## src/rtl/warp_issue_pkg.sv

```systemverilog
// Shared types for the warp issue arbiter: warp-id type, issue payload struct
// and the default sizing constants that match the top-level parameter defaults.
package warp_issue_pkg;
  localparam int NUM_WARPS_D = 8;
  localparam int ARCH_LEN_D  = 32;
  localparam int INST_BITS_D = 64;
  localparam int NUM_LANES_D = 16;
  localparam int CNT_BITS_D  = 32;
  localparam int WID_BITS_D  = $clog2(NUM_WARPS_D);

  typedef logic [WID_BITS_D-1:0] wid_t;

  typedef struct packed {
    wid_t                   wid;
    logic [ARCH_LEN_D-1:0]  pc;
    logic [INST_BITS_D-1:0] raw;
    logic [NUM_LANES_D-1:0] tmask;
  } issue_t;
endpackage

```

## src/rtl/warp_issue_arbiter_rr_pick.sv

```systemverilog
// Round-robin priority picker: first set request at or after ptr, wrapping at N
// (explicit wrap so non-power-of-two N works).
module rr_pick #(
  parameter int N = 8,
  parameter int W = 3
) (
  input  logic [N-1:0] req,
  input  logic [W-1:0] ptr,
  output logic [N-1:0] grant,
  output logic [W-1:0] idx,
  output logic         any
);
  int          w_j;
  logic [W-1:0] w_jw;

  always_comb begin
    grant = '0;
    idx   = '0;
    any   = 1'b0;
    w_j   = 0;
    w_jw  = '0;
    for (int k = 0; k < N; k++) begin
      w_j = int'(ptr) + k;
      if (w_j >= N) w_j = w_j - N;
      w_jw = W'(w_j);
      if (!any && req[w_jw]) begin
        any         = 1'b1;
        grant[w_jw] = 1'b1;
        idx         = w_jw;
      end
    end
  end
endmodule

```

## src/rtl/warp_issue_arbiter.sv

```systemverilog
// Round-robin issue scheduler: pops one ready warp head per cycle into a
// one-entry output register, with per-warp flush and perf counters.
module warp_issue_arbiter
  import warp_issue_pkg::*;
#(
  parameter int NUM_WARPS = NUM_WARPS_D,
  parameter int ARCH_LEN  = ARCH_LEN_D,
  parameter int INST_BITS = INST_BITS_D,
  parameter int NUM_LANES = NUM_LANES_D,
  parameter int CNT_BITS  = CNT_BITS_D,
  localparam int WID_BITS = (NUM_WARPS > 1) ? $clog2(NUM_WARPS) : 1
) (
  input  logic                           clock,
  input  logic                           reset,
  input  logic [NUM_WARPS-1:0]           ibuf_valid,
  output logic [NUM_WARPS-1:0]           ibuf_ready,
  input  logic [NUM_WARPS*ARCH_LEN-1:0]  ibuf_pc,
  input  logic [NUM_WARPS*INST_BITS-1:0] ibuf_raw,
  input  logic [NUM_WARPS*NUM_LANES-1:0] ibuf_tmask,
  input  logic [NUM_WARPS-1:0]           warp_stall,
  input  logic                           flush_valid,
  input  logic [WID_BITS-1:0]            flush_wid,
  output logic                           issue_valid,
  input  logic                           issue_ready,
  output logic [WID_BITS-1:0]            issue_wid,
  output logic [ARCH_LEN-1:0]            issue_pc,
  output logic [INST_BITS-1:0]           issue_raw,
  output logic [NUM_LANES-1:0]           issue_tmask,
  output logic [CNT_BITS-1:0]            perf_issued,
  output logic [CNT_BITS-1:0]            perf_backpressure
);
  logic                 r_valid;
  logic [WID_BITS-1:0]  r_wid, r_rr_ptr;
  logic [ARCH_LEN-1:0]  r_pc;
  logic [INST_BITS-1:0] r_raw;
  logic [NUM_LANES-1:0] r_tmask;
  logic [CNT_BITS-1:0]  r_issued, r_bp;

  logic                 w_fire, w_kill, w_load, w_any;
  logic [NUM_WARPS-1:0] w_cand, w_grant;
  logic [WID_BITS-1:0]  w_idx, w_nxt;

  assign w_fire = r_valid && issue_ready;
  assign w_kill = flush_valid && r_valid && !w_fire && (r_wid == flush_wid);
  assign w_load = !r_valid || w_fire || w_kill;

  // A warp being flushed this cycle is masked so its stale head is not issued.
  for (genvar g = 0; g < NUM_WARPS; g++) begin : g_cand
    assign w_cand[g] = ibuf_valid[g] && !warp_stall[g] &&
                       !(flush_valid && flush_wid == WID_BITS'(g));
  end

  rr_pick #(.N(NUM_WARPS), .W(WID_BITS)) u_pick (
    .req   (w_cand),
    .ptr   (r_rr_ptr),
    .grant (w_grant),
    .idx   (w_idx),
    .any   (w_any)
  );

  assign w_nxt      = (w_idx == WID_BITS'(NUM_WARPS-1)) ? '0 : w_idx + 1'b1;
  assign ibuf_ready = (w_load && !reset) ? w_grant : '0;

  always_ff @(posedge clock) begin
    if (reset) begin
      r_valid  <= 1'b0;
      r_wid    <= '0;
      r_pc     <= '0;
      r_raw    <= '0;
      r_tmask  <= '0;
      r_rr_ptr <= '0;
    end else if (w_load) begin
      r_valid <= w_any;
      if (w_any) begin
        r_wid    <= w_idx;
        r_pc     <= ibuf_pc[ARCH_LEN*w_idx +: ARCH_LEN];
        r_raw    <= ibuf_raw[INST_BITS*w_idx +: INST_BITS];
        r_tmask  <= ibuf_tmask[NUM_LANES*w_idx +: NUM_LANES];
        r_rr_ptr <= w_nxt;
      end
    end
  end

  always_ff @(posedge clock) begin
    if (reset) begin
      r_issued <= '0;
      r_bp     <= '0;
    end else begin
      if (w_fire) r_issued <= r_issued + 1'b1;
      if (r_valid && !issue_ready) r_bp <= r_bp + 1'b1;
    end
  end

  assign issue_valid       = r_valid;
  assign issue_wid         = r_wid;
  assign issue_pc          = r_pc;
  assign issue_raw         = r_raw;
  assign issue_tmask       = r_tmask;
  assign perf_issued       = r_issued;
  assign perf_backpressure = r_bp;
endmodule
```

## config.mk

```make
export PLATFORM = sky130hd
export DESIGN_NAME = warp_issue_arbiter
export DESIGN_NICKNAME = d
export VERILOG_FILES = /design/src/rtl/warp_issue_pkg.sv /design/src/rtl/warp_issue_arbiter_rr_pick.sv /design/src/rtl/warp_issue_arbiter.sv
export SDC_FILE = /design/constraint.sdc
export NUM_CORES = 1
export LEC_CHECK = 0
export ABC_AREA = 1
export CAP_MARGIN = 20
export CORE_AREA = 2 2 436 438
export CTS_CLUSTER_DIAMETER = 100
export DETAILED_ROUTE_END_ITERATION = 8
export DIE_AREA = 0 0 438 440
export GPL_TIMING_DRIVEN = 0
export SLEW_MARGIN = 5
export SYNTH_ARGS = -nofsm -noshare
export SYNTH_HDL_FRONTEND = slang
export SYNTH_SLANG_ARGS = --single-unit
```

## constraint.sdc

```tcl
create_clock -name clock -period 4.3 [get_ports clock]
set_clock_uncertainty 0.1 [all_clocks]
set_input_delay 0.645 -clock clock [delete_from_list [all_inputs] [get_ports clock]]
set_output_delay 0.645 -clock clock [all_outputs]
set_load 0.01 [all_outputs]
```

Word level (Yosys, flattened, before mapping)
Index checks and enable logic that the tools add are counted.
{"block": "word_totals", "output_inout_bits": 188, "mem_bits_ro": 0, "inputBits": 919, "wordCells": 211, "latch_bits": 0, "mem_count": 0, "mem_bits_rw": 0, "regBits": 183}
{"block": "op_classes", "n_eq_ne": 9, "n_reduce_logical": 76, "order_cmp": 24, "shifts": 3, "n_mux": 66, "div_mod_pow": 0, "addsub": 18, "mul": 0, "bitwise": 7}
{"op": "512-bit by 10-bit variable part select with 64-bit output", "count": 1}
{"op": "256-bit by 9-bit variable part select with 32-bit output", "count": 1}
{"op": "128-bit by 8-bit variable part select with 16-bit output", "count": 1}
{"op": "8-bit 2-to-1 mux", "count": 9}
{"op": "32-bit by 1-bit adder with 32-bit output (second input constant)", "count": 2}
{"op": "8-bit OR", "count": 7}
{"op": "3-bit 2-to-1 mux", "count": 17}
{"op": "1-bit logical AND", "count": 45}
{"op": "3-bit by 4-bit < comparator with 1-bit output (second input constant)", "count": 8}
{"op": "4-bit >= comparator (second input constant)", "count": 7}
{"op": "1-bit zero test", "count": 27}
{"op": "1-bit binary-select mux with 3-bit select", "count": 8}
{"op": "1-bit demux with 3-bit select", "count": 8}
{"op": "3-bit by 1-bit >= comparator with 1-bit output (second input constant)", "count": 8}
{"op": "1-bit 2-to-1 mux", "count": 24}
{"op": "3-bit by 1-bit subtractor with 3-bit output (second input constant)", "count": 8}
{"op": "3-bit by 3-bit adder with 4-bit output (second input constant)", "count": 4}
{"op": "3-bit == test (second input constant)", "count": 5}
{"op": "3-bit by 2-bit adder with 4-bit output (second input constant)", "count": 2}
{"op": "3-bit by 2-bit == test with 1-bit output (second input constant)", "count": 2}
{"op": "3-bit by 1-bit adder with 4-bit output (second input constant)", "count": 1}
{"op": "3-bit by 4-bit >= comparator with 1-bit output (second input constant)", "count": 1}
{"op": "3-bit by 1-bit adder with 3-bit output (second input constant)", "count": 1}
{"op": "3-bit by 1-bit == test with 1-bit output (second input constant)", "count": 1}
{"op": "4 further kinds", "count": 5}

Logic depth before layout (Yosys ltp)
{"block": "logic_depth", "depth_word": 30, "depth_mapped": 26}

Cells and area by module
Synthesis repeated with hierarchy kept, for this count alone.
{"block": "unflattened", "cells_unflattened": 3736, "area_unflattened_um2": 18551.5}
{"mod": "warp_issue_arbiter", "cells_each": 3431, "seq_area_each_um2": 3663.5, "area_per_inst_um2": 17002.6, "instances": 1}
{"mod": "rr_pick", "cells_each": 305, "seq_area_each_um2": 0.0, "area_per_inst_um2": 1549.0, "instances": 1}

Least setup slack after synthesis
Ideal clock, no wire load.
{"block": "synth_timing", "path_kind": "reg2reg", "startpoint": "reg r_rr_ptr[0]", "endpoint": "reg r_rr_ptr[1]", "setup_time_ns": 0.122, "path_stages_with_launch": 23, "path_buffers": 6, "period_less_slack_ns": 3.745, "t_arrival_ns": 3.523, "setup_slack_ns": 0.555, "t_required_ns": 4.078, "path_cell_list": "dfxtp_1 buf_4 inv_2 buf_6 clkbuf_1 ha_1 clkbuf_1 inv_1 nand3_1 nand3_1 nand2_2 nor2_4 nand4_2 nor2_2 nand3_2 nor2_1 nor2_4 inv_2 buf_2 buf_2 ha_1 o21ai_0 a21oi_1"}
{"block": "synth_between", "elab_chain_len": 28, "word_cells_on_any_way": 81, "classes_between": "16 x add/sub; 8 x order compare; 1 x eq/ne; 41 x mux; 15 x reduce/logical"}
{"item": "from (decl)", "line_no": "warp_issue_arbiter.sv:33", "source": "logic [WID_BITS-1:0] r_wid, r_rr_ptr;"}
{"item": "from (signal assigned)", "line_no": "warp_issue_arbiter.sv:79", "source": "r_rr_ptr <= w_nxt;"}
{"item": "branches (longest 25 deep; another with 3-bit by 1-bit adder with 4-bit output)"}
{"item": "3-bit 2-to-1 mux (*)", "line_no": "warp_issue_arbiter_rr_pick.sv:26", "source": "if (!any && req[w_jw]) begin"}
{"item": "named net u_pick.idx[1]", "line_no": "warp_issue_arbiter_rr_pick.sv:10", "source": "output logic [W-1:0] idx,"}
{"item": "3-bit by 1-bit adder with 3-bit output or 3-bit == test (tied branches)", "line_no": "warp_issue_arbiter.sv:61", "source": "assign w_nxt = (w_idx == WID_BITS'(NUM_WARPS-1)) ? '0 : w_idx + 1'b1;"}
{"item": "3-bit 2-to-1 mux (*)", "line_no": "warp_issue_arbiter.sv:61"}
{"item": "named net w_nxt[1]", "line_no": "warp_issue_arbiter.sv:41", "source": "logic [WID_BITS-1:0] w_idx, w_nxt;"}
Mark *: on every way through the listed nets, which the timed path passes. The select of a mux whose other input is x is not followed.
A chain may end at the register's enable or synchronous reset.

Final worst setup path
{"block": "layout_timing", "startpoint": "reg r_rr_ptr[0]", "endpoint": "reg r_tmask[8], in the netlist issue_tmask[8]"}
{"block": "layout_between", "elab_chain_len": 27, "word_cells_on_any_way": 79, "classes_between": "15 x add/sub; 8 x order compare; 1 x shift; 40 x mux; 15 x reduce/logical"}
{"item": "branches (longest 27 deep; another with 3-bit by 1-bit adder with 4-bit output)"}
{"item": "to (signal assigned)", "line_no": "warp_issue_arbiter.sv:78", "source": "r_tmask <= ibuf_tmask[NUM_LANES*w_idx +: NUM_LANES];"}
{"item": "to (decl)", "line_no": "warp_issue_arbiter.sv:36", "source": "logic [NUM_LANES-1:0] r_tmask;"}
Parallel ways; which one is timed is not known. The select of a mux whose other input is x is not followed.

==> reports/metrics.yaml <==
setup_path:
  timing.critical_path.required_ns: 4.66
  worst_setup_path_startpoint: "r_rr_ptr[0]"
  critical-path-slowest-cell: "sky130_fd_sc_hd__nand4_1"
  worstSetupEndpoint: "issue_tmask[8]"
  timing.rr.start: "r_rr_ptr[0]"
  worst-r2r-setup-slack_ns: -0.07
  start_kind: "flip-flop"
  critical-path-max-stage-delay_ns: 0.51
  reg2regPathDepth: 25
  setup.worst_path.end_class: "flip-flop"
  critPathArrivalTime_ns: 4.73
  worst-path-max-fanout: 8
  worst-setup-path-type: "flip-flop to flip-flop"
  worstReg2RegEnd: "issue_tmask[8]"
global_route:
  global_route.usage.total: 0.207
  antenna_violations_before_repair: 92
  grt_max_degree: 22
  globalRoute.totalOverflow: 0
  grt_pass1_vias: 26900
  first_pass_grt_wire_length_microns: 262000
synth:
  yosysMostFrequentCell: "sky130_fd_sc_hd__nand2_1"
  yosysSeqAreaShare: 0.213
  ys_warn_count: 0
  syn_area_per_cell_sq_um: 5.50
  post-synth-top-area-fraction: 0.252
  share_of_synthesized_flip_flops_with_an_asynchronous_set_or_reset: 0
  synth.ff_latch_count: 183
  mappedNetlistNets: 4062
  synth.cell_area_sq_mm: 0.0172
  synth_cells: 3134
  synth_commonest_cells: "sky130_fd_sc_hd__nand2_1, sky130_fd_sc_hd__nand3_1, sky130_fd_sc_hd__dfxtp_1"
  ys.flop_type: "sky130_fd_sc_hd__dfxtp_1"
  yosysUniqueCellTypes: 46
  synth.top_cells.by_area: "sky130_fd_sc_hd__nand2_1, sky130_fd_sc_hd__dfxtp_1, sky130_fd_sc_hd__nand3_1, sky130_fd_sc_hd__a21oi_1, sky130_fd_sc_hd__nand4_1"
  synthDominantAreaCellType: "sky130_fd_sc_hd__nand2_1"
  synth_enable_flop_cells: 0
routing:
  wl_per_cell_microns: 30.3
  vias_per_cell: 4.17
  routed-via-count: 28700
  drt_first_pass_iters: 8
  drtIter0Drc: 2712
  route.antenna.remaining_nets: 0
  finalWirelength_microns: 209000
  drt_drc_violations_left: 0
cts:
  cts_hold_repair.buffers: 0
  cts_root_buffer: "sky130_fd_sc_hd__clkbuf_16"
  clkLatencyLatePin_ns: 0.57
  tritoncts: "yes"
  max-clock-path-buffers: 2
  numCtsBuffers: 17
  h_tree_lvls: 4
  clk_pin_slew_worst_paths_ns: 0.12
  cts.sink_count: 183
sta:
  period_share: 1.02
  finalSetupViolCount: 1
  fin_ws_ns: -0.0733
  post-route-min-period_ns: 4.37
  rsz_0062_raised_after_global_routing: "true"
  final_hold_viol_count: 0
  timing_worst_slew_pin_value_ns: 1.20
  max_freq_mhz: 229
  timing.final.max_slew_violations: 0
  max-slew-margin-rel: 0.198
  setup-tns-final_ns: -0.0733
place:
  place.port_buffers: 1106
  dpl.hpwl_microns: 181000
  gp_congestion: 0.933
  place.detailed.instances: 6753
run:
  timing.max_cap.violations: 0
layout:
  drive_above_1_share: 0.0947
  finish.net_count: 5243
  layoutNonFillerInstCount: 6889
  synth_to_final_area_change_pct: 95.7
die:
  die_area_sq_mm: 0.193
  floorplan.io_pins: 1107
  die_height_microns: 440
  floorplan.core_area_sq_mm: 0.189
  initial_core_util: 0.0914
  std_cell_rows: 160
  die_x_microns: 438
outcome:
  violations: "negative setup slack"
  run_status: "complete, but fails checks"
min_path:
  holdCritPathClass: "flip-flop to flip-flop"
critical path, delay by kind of cell (launching register included):
kind | cells | cell delay (ns)
compound gates | 1 | 0.08
buf+inv | 10 | 1.21
fa+ha+maj | 1 | 0.29
simple gates | 13 | 2.11
flops | 1 | 0.36
logic make-up after synthesis:
kind of cell / after synthesis / share of synthesized area
AOI/OAI and AO/OA: 363 / 0.111
xor gates and xnor gates: 9 / 0.00457
adders and majority gates: 9 / 0.00654
buffers and inverters: 392 / 0.105
DFF: 183 / 0.213
and+or+nand+nor: 2178 / 0.560
how the worst min path moves through the flow:
stage	cells after the start	from	endpoint	slack (ns)
6_report	2	perf_issued[28]	perf_issued[28]	0.37
5_1_grt	2	perf_issued[28]	perf_issued[28]	0.40
4_1_cts	2	perf_issued[28]	perf_issued[28]	0.38
3_5_place_dp	2	perf_issued[28]	perf_issued[28]	0.36
3_3_place_gp	2	perf_issued[31]	perf_issued[31]	0.36
2_1_floorplan	2	perf_issued[28]	perf_issued[28]	0.38
repair_timing:
item                                    4_1_cts  5_1_grt
endpoints found under the setup margin      126      120
resized for setup                           228      116
pin swaps                                    26       30
buffers inserted                             40       20
cell type report:
type,instances,area [sq um]
fill,21700,155000
multi-input combinational,2559,12300
timing repair buffer,1168,11700
sequential,183,3670
tap,2511,3140
buffer,253,1660
inverter,133,579
clock buffer,17,425
clock inverter,15,200
antenna,50,125
through the flow:
step                      setup slack (ns)  hold WS [ns]  cell area, sq um  utilization
final                              -0.0733         0.373             33700        0.179
after global routing                -0.121         0.398             33700        0.179
after CTS                          -0.0133         0.377             33100        0.175
after detailed placement             -2.43         0.361             31500        0.167
after global placement               -3.29         0.357             31400        0.167
after floorplan                      0.555         0.379             17200            -
state kept, by name, indices dropped and copies added, names as in the netlist:
register and flops:
r_rr_ptr 3, issue_tmask 16, perf_backpressure 32, issue_wid 3
issue_pc 32, perf_issued 32, issue_raw 64, issue_valid 1
layout by cell type, fill, tap and decap left out, types with 20 or more instances in the layout:
master / n
sky130_fd_sc_hd__buf_2: 69
sky130_fd_sc_hd__nand3_2: 20
sky130_fd_sc_hd__diode_2: 50
sky130_fd_sc_hd__o21ai_0: 151
sky130_fd_sc_hd__clkbuf_16: 20
sky130_fd_sc_hd__buf_6: 33
sky130_fd_sc_hd__clkdlybuf4s50_1: 1096
sky130_fd_sc_hd__clkbuf_1: 57
sky130_fd_sc_hd__nor3_1: 31
sky130_fd_sc_hd__nor2_1: 70
sky130_fd_sc_hd__clkbuf_2: 35
sky130_fd_sc_hd__nand4_1: 126
sky130_fd_sc_hd__nand2_1: 1133
sky130_fd_sc_hd__buf_4: 88
sky130_fd_sc_hd__inv_1: 109
sky130_fd_sc_hd__a21oi_1: 169
sky130_fd_sc_hd__nand3_1: 706
sky130_fd_sc_hd__nand2_2: 23
sky130_fd_sc_hd__dfxtp_1: 181
layer usage:
layer	GRT usage	vias to the layer above	part of all wire
met5	0.00546	-	0.00053
met4	0.0632	18	0.034
met3	0.0541	277	0.081
met2	0.380	1629	0.52
met1	0.231	13800	0.37
li1	-	13000	-
Power is left out: the tool's default activity adds up to more than one toggle a clock period on the data nets, which glitch-free logic cannot reach.
